File: src/rtl/ddr_burst_arbiter.sv
// ddr_burst_arbiter
// Burst-level scheduler that shares one DDR3 controller user port between
// the receive sample writer and the Ethernet transmit reader. The DDR3
// region is a ring of BUF_BURSTS fixed-size bursts; this block owns the
// ring pointers and fill level, issues one command at a time and counts
// the data beats of each burst before it arbitrates again.
//
// Optional feature macro: DDR_ARB_WR_PRIORITY_EN
//   defined   : a write always wins when both sides are eligible, so ADC
//               capture never stalls on DDR bandwidth.
//   undefined : strict alternation between writer and reader (default).
module ddr_burst_arbiter #(
  parameter int unsigned BURST_LEN  = 8,
  parameter int unsigned ADDR_W     = 28,
  parameter int unsigned BASE_ADDR  = 0,
  parameter int unsigned BUF_BURSTS = 1024
) (
  input  logic                          sys_clk,
  input  logic                          sys_rst,
  input  logic                          wr_req,
  output logic                          wr_gnt,
  output logic                          wr_beat,
  input  logic                          rd_req,
  output logic                          rd_gnt,
  output logic                          rd_beat,
  input  logic                          flush,
  output logic                          mem_cmd_valid,
  input  logic                          mem_cmd_ready,
  output logic                          mem_cmd_we,
  output logic [ADDR_W-1:0]             mem_cmd_addr,
  input  logic                          mem_wdata_ready,
  input  logic                          mem_rdata_valid,
  output logic [$clog2(BUF_BURSTS):0]   level,
  output logic                          full,
  output logic                          empty
);

  localparam int unsigned PTR_W = $clog2(BUF_BURSTS);
  localparam int unsigned LVL_W = PTR_W + 1;
  localparam int unsigned CNT_W = (BURST_LEN > 1) ? $clog2(BURST_LEN) : 1;

  localparam logic [CNT_W-1:0]  LAST_BEAT = CNT_W'(BURST_LEN - 1);
  localparam logic [LVL_W-1:0]  LVL_FULL  = LVL_W'(BUF_BURSTS);
  localparam logic [ADDR_W-1:0] BASE      = ADDR_W'(BASE_ADDR);
  localparam logic [ADDR_W-1:0] STRIDE    = ADDR_W'(BURST_LEN);

  typedef enum logic [2:0] {
    IDLE,
    WR_CMD,
    WR_DATA,
    RD_CMD,
    RD_DATA
  } state_e;

  state_e             state_q,      state_d;
  logic [PTR_W-1:0]   wr_ptr_q,     wr_ptr_d;
  logic [PTR_W-1:0]   rd_ptr_q,     rd_ptr_d;
  logic [LVL_W-1:0]   level_q,      level_d;
  logic [CNT_W-1:0]   beat_cnt_q,   beat_cnt_d;
  logic               last_wr_q,    last_wr_d;
  logic               flush_pend_q, flush_pend_d;
  logic               wr_gnt_q,     wr_gnt_d;
  logic               rd_gnt_q,     rd_gnt_d;

  logic               ring_full;
  logic               ring_empty;
  logic               wr_elig;
  logic               rd_elig;
  logic               pick_wr;
  logic [ADDR_W-1:0]  wr_addr;
  logic [ADDR_W-1:0]  rd_addr;

  // Fill status is derived from the registered level only.
  assign ring_full  = (level_q == LVL_FULL);
  assign ring_empty = (level_q == '0);

  assign wr_elig = wr_req & ~ring_full;
  assign rd_elig = rd_req & ~ring_empty;

`ifdef DDR_ARB_WR_PRIORITY_EN
  // Writer always wins; reads only fill the gaps.
  assign pick_wr = wr_elig;
`else
  // Writer wins alone, or on contention when the reader was served last.
  assign pick_wr = wr_elig & (~rd_elig | ~last_wr_q);
`endif

  // Beat address of the slot each pointer refers to.
  assign wr_addr = BASE + ADDR_W'(wr_ptr_q) * STRIDE;
  assign rd_addr = BASE + ADDR_W'(rd_ptr_q) * STRIDE;

  // Next-state logic: arbitration, command handshake and beat counting.
  always_comb begin
    // NOTE: every signal gets a default before the case so that no path
    // leaves a variable unassigned, which would infer a latch.
    state_d      = state_q;
    wr_ptr_d     = wr_ptr_q;
    rd_ptr_d     = rd_ptr_q;
    level_d      = level_q;
    beat_cnt_d   = beat_cnt_q;
    last_wr_d    = last_wr_q;
    flush_pend_d = flush_pend_q | flush;
    wr_gnt_d     = 1'b0;
    rd_gnt_d     = 1'b0;

    unique case (state_q)
      IDLE: begin
        if (flush_pend_q) begin
          // A flush seen in this very cycle stays pending for the next one.
          wr_ptr_d     = '0;
          rd_ptr_d     = '0;
          level_d      = '0;
          flush_pend_d = flush;
        end else if (pick_wr) begin
          state_d = WR_CMD;
        end else if (rd_elig) begin
          state_d = RD_CMD;
        end
      end

      WR_CMD: begin
        if (mem_cmd_ready) begin
          wr_gnt_d = 1'b1;
          state_d  = WR_DATA;
        end
      end

      WR_DATA: begin
        if (mem_wdata_ready) begin
          if (beat_cnt_q == LAST_BEAT) begin
            beat_cnt_d = '0;
            wr_ptr_d   = wr_ptr_q + PTR_W'(1);
            level_d    = level_q + LVL_W'(1);
            last_wr_d  = 1'b1;
            state_d    = IDLE;
          end else begin
            beat_cnt_d = beat_cnt_q + CNT_W'(1);
          end
        end
      end

      RD_CMD: begin
        if (mem_cmd_ready) begin
          rd_gnt_d = 1'b1;
          state_d  = RD_DATA;
        end
      end

      RD_DATA: begin
        if (mem_rdata_valid) begin
          if (beat_cnt_q == LAST_BEAT) begin
            beat_cnt_d = '0;
            rd_ptr_d   = rd_ptr_q + PTR_W'(1);
            level_d    = level_q - LVL_W'(1);
            last_wr_d  = 1'b0;
            state_d    = IDLE;
          end else begin
            beat_cnt_d = beat_cnt_q + CNT_W'(1);
          end
        end
      end

      default: state_d = IDLE;
    endcase
  end

  // State register with synchronous reset; a reset mid-burst aborts it.
  always_ff @(posedge sys_clk) begin
    // NOTE: sequential state is updated with non-blocking assignments so
    // every flop samples the pre-edge value of every other flop.
    if (sys_rst) begin
      state_q      <= IDLE;
      wr_ptr_q     <= '0;
      rd_ptr_q     <= '0;
      level_q      <= '0;
      beat_cnt_q   <= '0;
      last_wr_q    <= 1'b0;
      flush_pend_q <= 1'b0;
      wr_gnt_q     <= 1'b0;
      rd_gnt_q     <= 1'b0;
    end else begin
      state_q      <= state_d;
      wr_ptr_q     <= wr_ptr_d;
      rd_ptr_q     <= rd_ptr_d;
      level_q      <= level_d;
      beat_cnt_q   <= beat_cnt_d;
      last_wr_q    <= last_wr_d;
      flush_pend_q <= flush_pend_d;
      wr_gnt_q     <= wr_gnt_d;
      rd_gnt_q     <= rd_gnt_d;
    end
  end

  // Command fields are held stable for the whole CMD state; address is 0
  // whenever no command is offered.
  assign mem_cmd_valid = (state_q == WR_CMD) | (state_q == RD_CMD);
  assign mem_cmd_we    = (state_q == WR_CMD);
  assign mem_cmd_addr  = (state_q == WR_CMD) ? wr_addr :
                         (state_q == RD_CMD) ? rd_addr : '0;

  // Beats outside the matching DATA state are ignored.
  assign wr_beat = (state_q == WR_DATA) & mem_wdata_ready;
  assign rd_beat = (state_q == RD_DATA) & mem_rdata_valid;

  assign wr_gnt = wr_gnt_q;
  assign rd_gnt = rd_gnt_q;
  assign level  = level_q;
  assign full   = ring_full;
  assign empty  = ring_empty;

endmodule
File: config.mk
export PLATFORM = sky130hd
export DESIGN_NAME = ddr_burst_arbiter
export DESIGN_NICKNAME = d
export VERILOG_FILES = /design/src/rtl/ddr_burst_arbiter.sv
export SDC_FILE = /design/constraint.sdc
export NUM_CORES = 1
export LEC_CHECK = 0
export CELL_PAD_IN_SITES_DETAIL_PLACEMENT = 0
export CELL_PAD_IN_SITES_GLOBAL_PLACEMENT = 1
export CORE_ASPECT_RATIO = 0.5
export CORE_MARGIN = 3
export CORE_UTILIZATION = 38
export DETAILED_ROUTE_END_ITERATION = 16
export GPL_TIMING_DRIVEN = 0
export MAX_ROUTING_LAYER = met4
export PLACE_DENSITY_LB_ADDON = 0.1
export SLEW_MARGIN = 20
export SYNTH_ARGS = -nofsm -noshare
export SYNTH_HDL_FRONTEND = slang
export SYNTH_SLANG_ARGS = --single-unit
File: constraint.sdc
create_clock -name sys_clk -period 3.51 [get_ports sys_clk]
set_input_delay 0.702 -clock sys_clk [delete_from_list [all_inputs] [get_ports sys_clk]]
set_output_delay 0.702 -clock sys_clk [all_outputs]
set_load 0.03 [all_outputs]
==> results.yml, run 1 <==
global_route:
  antenna_found_initial: 0
  grt_max_degree: 18
  track_usage_pct: 17.69
  grt-ovfl-total: 0
  grt_first_pass_wirelength_mm: 10.81
  grt_pass1_vias: 2159
timing:
  fin_worst_skew_ns: 0.009019
  slew_headroom_pct: 55.26
  period_minus_slack_ns: 3.290
  fin_setup_tns_ns: 0
  fmaxAchievable_mhz: 303.9
  rsz0062_at_grt: "no"
  hold_viol: 0
  post-route-period-util_pct: 93.74
  layout_setup_ws_ns: 0.2197
  setup_violations: 0
  worst_pin_slew_ns: 0.6711
  slew_violations: 0
drt:
  drt-total-wl_mm: 6.577
  firstDrtPassIters: 4
  wl_per_cell_um: 14.11
  dr_total_vias: 2370
  final_antenna_net_count: 0
  drt_iter0_drc: 168
  vias_per_cell: 5.086
  post-route-drc-count: 0
worst_setup_path:
  end_kind: "output port"
  critPathKind: "register to output port"
  worstSetupStartpointType: "register"
  path_cells: "buf_4, buf_2, buf_1, mux2i_1, nor2_1, clkdlybuf4s50_1"
  worstPathRequired_ns: 2.81
  cp.arrival_ns: 2.59
  cp_slowest_cell: "clkdlybuf4s50_1"
  critPathMaxStageDelay_ns: 0.69
  cp_max_fo: 10
floorplan:
  start_util_pct: 41.24
  ios: 55
  rows: 20
  core_area_mm2: 0.006381
  die_y_um: 64.84
  die_x_um: 123.7
  dieArea_mm2: 0.008019
outcome:
  status: "complete, no violations"
finish:
  instances_no_fill: 466
  n_fill_cell: 603
  area_growth_pct: 27.58
  nNetsFinal: 399
  postLayoutCellArea_mm2: 0.003357
  diodes: 0
  final_layout_size_suffix_gt1_share_pct: 11.11
yosys:
  netlist_top_cells_count: "51 x nor2_1, 41 x dfxtp_1, 20 x buf_4"
  yosysTopAreaCell: "dfxtp_1"
  netlist.area_leader.share_pct: 31.19
  postSynthCellCount: 318
  syn_area_mm2: 0.002631
  syn_avg_cell_area_um2: 8.274
  ys.flop_type: "dfxtp_1"
  synth_warnings: 0
  ys_async_sr_fraction_pct: 0
  yosysSeqAreaShare_pct: 31.19
  ys_seq_elements: 41
  synth_edf_count: 0
  synth_cell_types: 54
  ys_top_cells_by_area: "dfxtp_1 31%, nor2_1 7.3%, ha_1 6.2%"
  yosys.cell_count.top_type: "nor2_1"
place:
  place.gp.congestion: 0.8958
  dpl.cell_count: 458
  place_ws_ns: 0.02555
  placed_area_mm2: 0.003158
  io_buffers: 35
  hpwlAfterDp_mm: 4.808
clocking:
  post_cts_buffers: 0
  cts_root_buf: "clkbuf_16"
  cts_resized: 1
  worstSkewPairLatency_ns: 0.29
  cts_tree: "yes"
  h-tree-depth: 2
  cts_inserted_buffers: 5
  clk_pin_slew_ns: 0.07
  cts_hold_buf: 0
  cts.sinks: 41
  clk_path_buf_depth: 2
power:
  power_per_cell_area_mw_per_mm2: 454.5
  power.leakage_uw: 0.001378
  total_power_uw: 1526
  peakVddDrop_uv: 216.7
flow_run:
  drv_cap: 0
worst_hold_path:
  hp-class: "register to register"
==> per-layer routing <==
| metal | wire [µm] | part of all wire [%] | up-vias | global-route usage, % |
|---|---|---|---|---|
| met1 | 3379 | 51 | 1111 | 23.71 |
| met4 | 95 | 1.4 | 0 | 4.828 |
| met5 | 0 | 0 | - | - |
| met2 | 2828 | 43 | 48 | 26.50 |
| met3 | 274 | 4.2 | 10 | 4.446 |
| li1 | - | - | 1201 | - |
==> final timing paths <==
| check | startpoint | endpoint | slack [ns] | cells after the start |
|---|---|---|---|---|
| max | state_q[1] | mem_cmd_addr[6] | 0.22 | 6 |
| min | last_wr_q | last_wr_q | 0.50 | 2 |
| max reg2reg | state_q[1] | level[10] | 0.29 | 11 |
| min reg2reg | last_wr_q | last_wr_q | 0.50 | 2 |
==> area by class of cell <==
cell class / instances / area, µm² / area share (%)
Tap cell: 88 / 110.1 / 3.280
Buffer: 32 / 198.9 / 5.926
Timing Repair Buffer: 35 / 350.3 / 10.44
Multi-Input combinational cell: 251 / 1642 / 48.90
Sequential cell: 41 / 820.8 / 24.45
Clock inverter: 3 / 68.82 / 2.050
Clock buffer: 5 / 125.1 / 3.727
Inverter: 11 / 41.29 / 1.230
==> where the power goes <==
part	internal [µW]	leakage [µW]	switching (µW)
logic	144	0.000952	272
registers	480	0.000331	16.3
clock network	410	0.0000944	203
total	1030	0.00138	491
==> logic make-up (layout without fill, tap and decap cells) <==
group / Yosys count / after routing / share of synthesized area [%]
AOI/OAI and AO/OA: 68 / 68 / 17.40
xor gates and xnor gates: 21 / 21 / 6.990
adders and majority gates: 14 / 14 / 6.943
buffers and inverters: 43 / 86 / 9.130
DFF: 41 / 41 / 31.19
muxes: 16 / 16 / 6.181
other: 1 / 18 / 0.1425
and+or+nand+nor: 114 / 114 / 22.02
==> placed cells by master (no fill, tap or decap), types with 11 or more instances in the layout <==
cell,n
nor2_1,50
dfxtp_1,41
clkdlybuf4s50_1,35
buf_4,20
a21oi_1,18
conb_1,18
mux2i_1,14
o21ai_0,14
ha_1,13
xor2_1,12
inv_1,11
==> critical path: cells and delay by family, from the launching register on <==
family / cells / cell delay, ns
buf+inv: 4 / 1.69
flops: 1 / 0.31
mux: 1 / 0.15
simple gates: 1 / 0.14
==> per-stage QoR <==
step | hold slack [ns] | utilization [%]
after floorplan | 0.4662 | -
after global placement | 0.4856 | 49.45
after detailed placement | 0.4960 | 49.49
after CTS | 0.5041 | 52.61
after global routing | 0.5332 | 52.61
final | 0.5034 | 52.61
==> state kept, by name, summed over array words and instances, names as in the netlist <==
signal	cells
rd_gnt	1
state_q	3
level	11
beat_cnt_q	3
wr_gnt	1
flush_pend_q	1
last_wr_q	1
wr_ptr_q	10
rd_ptr_q	10
No activity file was read; power rests on OpenSTA's default activity.
==> run 2, diff against run 1 <==
- CORE_MARGIN: 3 -> default
- SETUP_SLACK_MARGIN: default -> 0.3
==> results.yml, run 2 (synthesized netlist as in run 1, its figures left out) <==
outcome:
  status: "complete, no violations"
worst_setup_path:
  cp.depth: 6
  cp_max_fo: 10
  end_kind: "output port"
  cp.arrival_ns: 2.29
  reg2regPathDepth: 11
  critPathMaxStageDelay_ns: 0.60
  path_cells: "buf_4, buf_2, buf_2, mux2i_1, nor2_1, clkdlybuf4s50_1"
  reg2reg_slack_ns: 0.64
  critPathKind: "register to output port"
  path_buf_inv: 4
  worstSetupStartpointType: "register"
  reg2reg_from: "state_q[1]"
  worstPathRequired_ns: 2.81
  cpLargestDelayFamily: "buffers and inverters"
  cp_slowest_cell: "clkdlybuf4s50_1"
  cpMostUsedCell: "buf_2"
  r2r-end: "level[10]"
global_route:
  antenna_found_initial: 0
  grt_max_degree: 18
  grt_pass1_vias: 2050
  grt-ovfl-total: 0
  grt_first_pass_wirelength_mm: 10.09
  track_usage_pct: 18.96
place:
  place.gp.congestion: 0.8700
  placed_area_mm2: 0.003163
  dpl.cell_count: 462
  hpwlAfterDp_mm: 4.527
  io_buffers: 35
  place_ws_ns: 0.03985
clocking:
  clk_path_buf_depth: 2
  cts_root_buf: "clkbuf_16"
  clk_pin_slew_ns: 0.06
  cts_hold_buf: 0
  cts_inserted_buffers: 5
  worstSkewPairLatency_ns: 0.29
  h-tree-depth: 2
  cts.sinks: 41
  cts_tree: "yes"
drt:
  vias_per_cell: 4.975
  drt_iter0_drc: 101
  dr_total_vias: 2348
  firstDrtPassIters: 4
  post-route-drc-count: 0
  drt-total-wl_mm: 6.163
  final_antenna_net_count: 0
  wl_per_cell_um: 13.06
timing:
  slew_headroom_pct: 60.63
  fin_worst_skew_ns: 0.009406
  rsz0062_at_grt: "no"
  slew_violations: 0
  setup_violations: 0
  fmaxAchievable_mhz: 333.9
  post-route-period-util_pct: 85.33
  worst_pin_slew_ns: 0.5906
  hold_viol: 0
  layout_setup_ws_ns: 0.5151
  period_minus_slack_ns: 2.995
floorplan:
  die_y_um: 60.84
  dieArea_mm2: 0.007281
  core_area_mm2: 0.006700
  start_util_pct: 39.27
  ios: 55
  die_x_um: 119.7
  rows: 21
finish:
  instances_no_fill: 472
  largest_register_ffs: 11
  postLayoutCellArea_mm2: 0.003337
  most-common-layout-cells: "50 x nor2_1, 41 x dfxtp_1, 35 x clkdlybuf4s50_1"
  final_common_cell: "nor2_1"
  n_fill_cell: 655
  final_layout_size_suffix_gt1_share_pct: 11.84
  area_growth_pct: 26.82
  nNetsFinal: 401
  diodes: 0
  fin_util_pct: 49.80
worst_hold_path:
  hp-start: "last_wr_q"
  hp-class: "register to register"
  whs_path_depth: 2
  hold_end: "last_wr_q"
flow_run:
  drv_cap: 0
power:
  power_per_cell_area_mw_per_mm2: 415.1
  peakVddDrop_uv: 154.1
  power.leakage_uw: 0.001374
run 2: cell count changes in the layout (fill, tap and decap cells not counted), sizes merged:
| cell | delta |
|---|---|
| buf | +2 |
| bufinv | -2 |
| clkbuf | +1 |
| clkinv | +2 |
| inv | -1 |
run 2: power by group:
group	switching (µW)	internal, µW
registers	16.9	480
logic	262	146
clock network	197	283
run 2: metal layers:
metal  global-route usage (%)  part of all wire, %  up-vias
li1                         -                    -     1213
met1                    24.32                   50     1077
met2                    28.82                   44       48
met3                    4.793                  4.5       10
met4                    7.679                  1.6        0
met5                        -                    0        -
run 2: metrics by stage:
stage,hold WS [ns],total power [µW],TNS (ns)
6_report,0.5013,1385,0
5_1_grt,0.5438,1466,0
4_1_cts,0.5025,1399,0
3_5_place_dp,0.4944,913.1,0
3_3_place_gp,0.4846,909.4,-0.4815
2_1_floorplan,0.4662,809.2,0
run 2: what timing repair did:
action / in CTS / in global routing
pin swaps: 0 / 1
setup buffers: 0 / 2
gates resized for setup: 2 / 0
setup endpoints to repair: 7 / 1
run 2: how the worst max path moves through the flow:
stage               start              end
2_1_floorplan  state_q[1]        level[10]
3_3_place_gp   state_q[1]        level[10]
3_5_place_dp   state_q[1]        level[10]
4_1_cts        state_q[1]        level[10]
5_1_grt        state_q[1]  mem_cmd_addr[7]
6_report       state_q[1]  mem_cmd_addr[5]
run 2: worst min-delay path: cells and delay by family, from the launching register on:
kind	cells	cell delay [ns]
simple gates	1	0.10
flops	1	0.31
compound gates	1	0.05
run 2: area by class of cell:
type	instances	area [µm²]	share of cell area (%)
plain buffers	32	200.2	5.999
clock buffers	6	138.9	4.162
clock inverters	2	13.76	0.4124
inverters	11	41.29	1.237
multi-input cells	251	1642	49.19
flip-flops and latches	41	820.8	24.60
well taps	92	115.1	3.450
repair buffers	37	365.4	10.95
==> run 3, diff against run 2 <==
- CTS_CLUSTER_SIZE: default -> 28
- SKIP_CTS_REPAIR_TIMING: default -> 1
==> results.yml, run 3 (synthesized netlist as in run 1, its figures left out) <==
global_route:
  grt_first_pass_wirelength_mm: 10.06
  grt_max_degree: 18
  grt-ovfl-total: 0
  antenna_found_initial: 0
  track_usage_pct: 18.90
  grt_pass1_vias: 2043
finish:
  nNetsFinal: 399
  area_growth_pct: 26.25
  postLayoutCellArea_mm2: 0.003322
  most-common-layout-cells: "50 x nor2_1, 41 x dfxtp_1, 35 x clkdlybuf4s50_1"
  n_fill_cell: 656
  diodes: 0
  largest_register_ffs: 11
  final_layout_size_suffix_gt1_share_pct: 11.38
  final_common_cell: "nor2_1"
floorplan:
  die_y_um: 60.84
  ios: 55
  die_x_um: 119.7
  core_area_mm2: 0.006700
  dieArea_mm2: 0.007281
  start_util_pct: 39.27
  rows: 21
worst_hold_path:
  whs_path_depth: 2
  hp-class: "register to register"
  hold_end: "last_wr_q"
  hp-start: "last_wr_q"
clocking:
  cts.sinks: 41
  clk_path_buf_depth: 2
  clk_pin_slew_ns: 0.06
  h-tree-depth: 2
  cts_inserted_buffers: 5
  worstSkewPairLatency_ns: 0.29
  cts_root_buf: "clkbuf_16"
  cts_tree: "yes"
worst_setup_path:
  r2r-end: "level[10]"
  end_kind: "register"
  worstPathRequired_ns: 3.73
  cp_max_fo: 17
  cpLargestDelayFamily: "compound AO/OA/AOI/OAI gates"
  critPathKind: "register to register"
  cpMostUsedCell: "o21ai_0"
  path_buf_inv: 3
  cp.arrival_ns: 3.39
  worstSetupStartpointType: "register"
  path_cells: "buf_4, buf_2, nor2_4, inv_1, fa_1, nor2b_1, o21ai_0, o21ai_0, o221a_2, mux2_2, o22ai_1"
  reg2regPathDepth: 11
  cp_slowest_cell: "fa_1"
  reg2reg_slack_ns: 0.34
  critPathMaxStageDelay_ns: 0.43
  reg2reg_from: "state_q[1]"
timing:
  fmaxAchievable_mhz: 315.9
  setup_violations: 0
  slew_violations: 0
  fin_hold_ws_ns: 0.5024
  rsz0062_at_grt: "yes"
  slew_headroom_pct: 61.59
  period_minus_slack_ns: 3.166
  layout_setup_ws_ns: 0.3441
  worst_pin_slew_ns: 0.5751
  fin_worst_skew_ns: 0.009942
  post-route-period-util_pct: 90.20
  hold_viol: 0
  fin_setup_tns_ns: 0
drt:
  firstDrtPassIters: 4
  drt-total-wl_mm: 6.156
  wl_per_cell_um: 13.10
  drt_iter0_drc: 110
  final_antenna_net_count: 0
  dr_total_vias: 2341
  vias_per_cell: 4.981
  post-route-drc-count: 0
power:
  total_power_uw: 1384
  power.leakage_uw: 0.001362
  peakVddDrop_uv: 151.7
  power_per_cell_area_mw_per_mm2: 416.7
place:
  placed_area_mm2: 0.003163
  place_ws_ns: 0.03985
  io_buffers: 35
  place.gp.congestion: 0.8700
  hpwlAfterDp_mm: 4.527
flow_run:
  drv_cap: 0
outcome:
  status: "complete, no violations"
[run 3: cell types whose count changed in the layout (fill, tap and decap cells not counted)]
cell      before  now
buf_4         22   20
buf_2          4    3
clkbuf_2       0    1
[run 3: worst max path at each step]
| stage | from | to | slack (ns) | cells after the start |
|---|---|---|---|---|
| after detailed placement | state_q[1] | level[10] | 0.04 | 11 |
| after global routing | state_q[1] | level[10] | 0.08 | 11 |
| final | state_q[1] | level[10] | 0.34 | 11 |
| after floorplan | state_q[1] | level[10] | 0.43 | 11 |
| after global placement | state_q[1] | level[10] | -0.38 | 11 |
| after CTS | state_q[1] | level[10] | 0.03 | 11 |
[run 3: metal layers]
| metal | up-vias | wire [µm] | GRT usage, % | part of all wire (%) |
|---|---|---|---|---|
| met5 | - | 0 | - | 0 |
| met4 | 0 | 85 | 6.786 | 1.4 |
| met3 | 10 | 280 | 4.793 | 4.5 |
| met1 | 1065 | 3029 | 24.26 | 49 |
| met2 | 57 | 2761 | 29.07 | 45 |
| li1 | 1209 | - | - | - |
[run 3: tightest hold or removal path: stages (launching register included)]
cell	delay [ns]
dfxtp_1	0.31
nor2_1	0.10
a211oi_1	0.05
[run 3: final cells by class]
cell class	instances	area, µm²	share of cell area (%)
multi-input cells	251	1642	49.42
flip-flops and latches	41	820.8	24.71
repair buffers	35	350.3	10.55
plain buffers	32	200.2	6.026
clock buffers	6	138.9	4.181
well taps	92	115.1	3.465
inverters	11	41.29	1.243
clock inverters	2	13.76	0.4143
[run 3: metrics by stage]
step | std cells | utilization, %
2_1_floorplan | 335 | -
3_3_place_gp | 462 | 47.17
3_5_place_dp | 462 | 47.21
4_1_cts | 470 | 49.49
5_1_grt | 470 | 49.58
6_report | 470 | 49.58
[run 3: where the power goes]
| part | switching, µW | internal, µW |
|---|---|---|
| Sequential | 16.9 | 480 |
| Combinational | 263 | 145 |
| Clock | 197 | 283 |
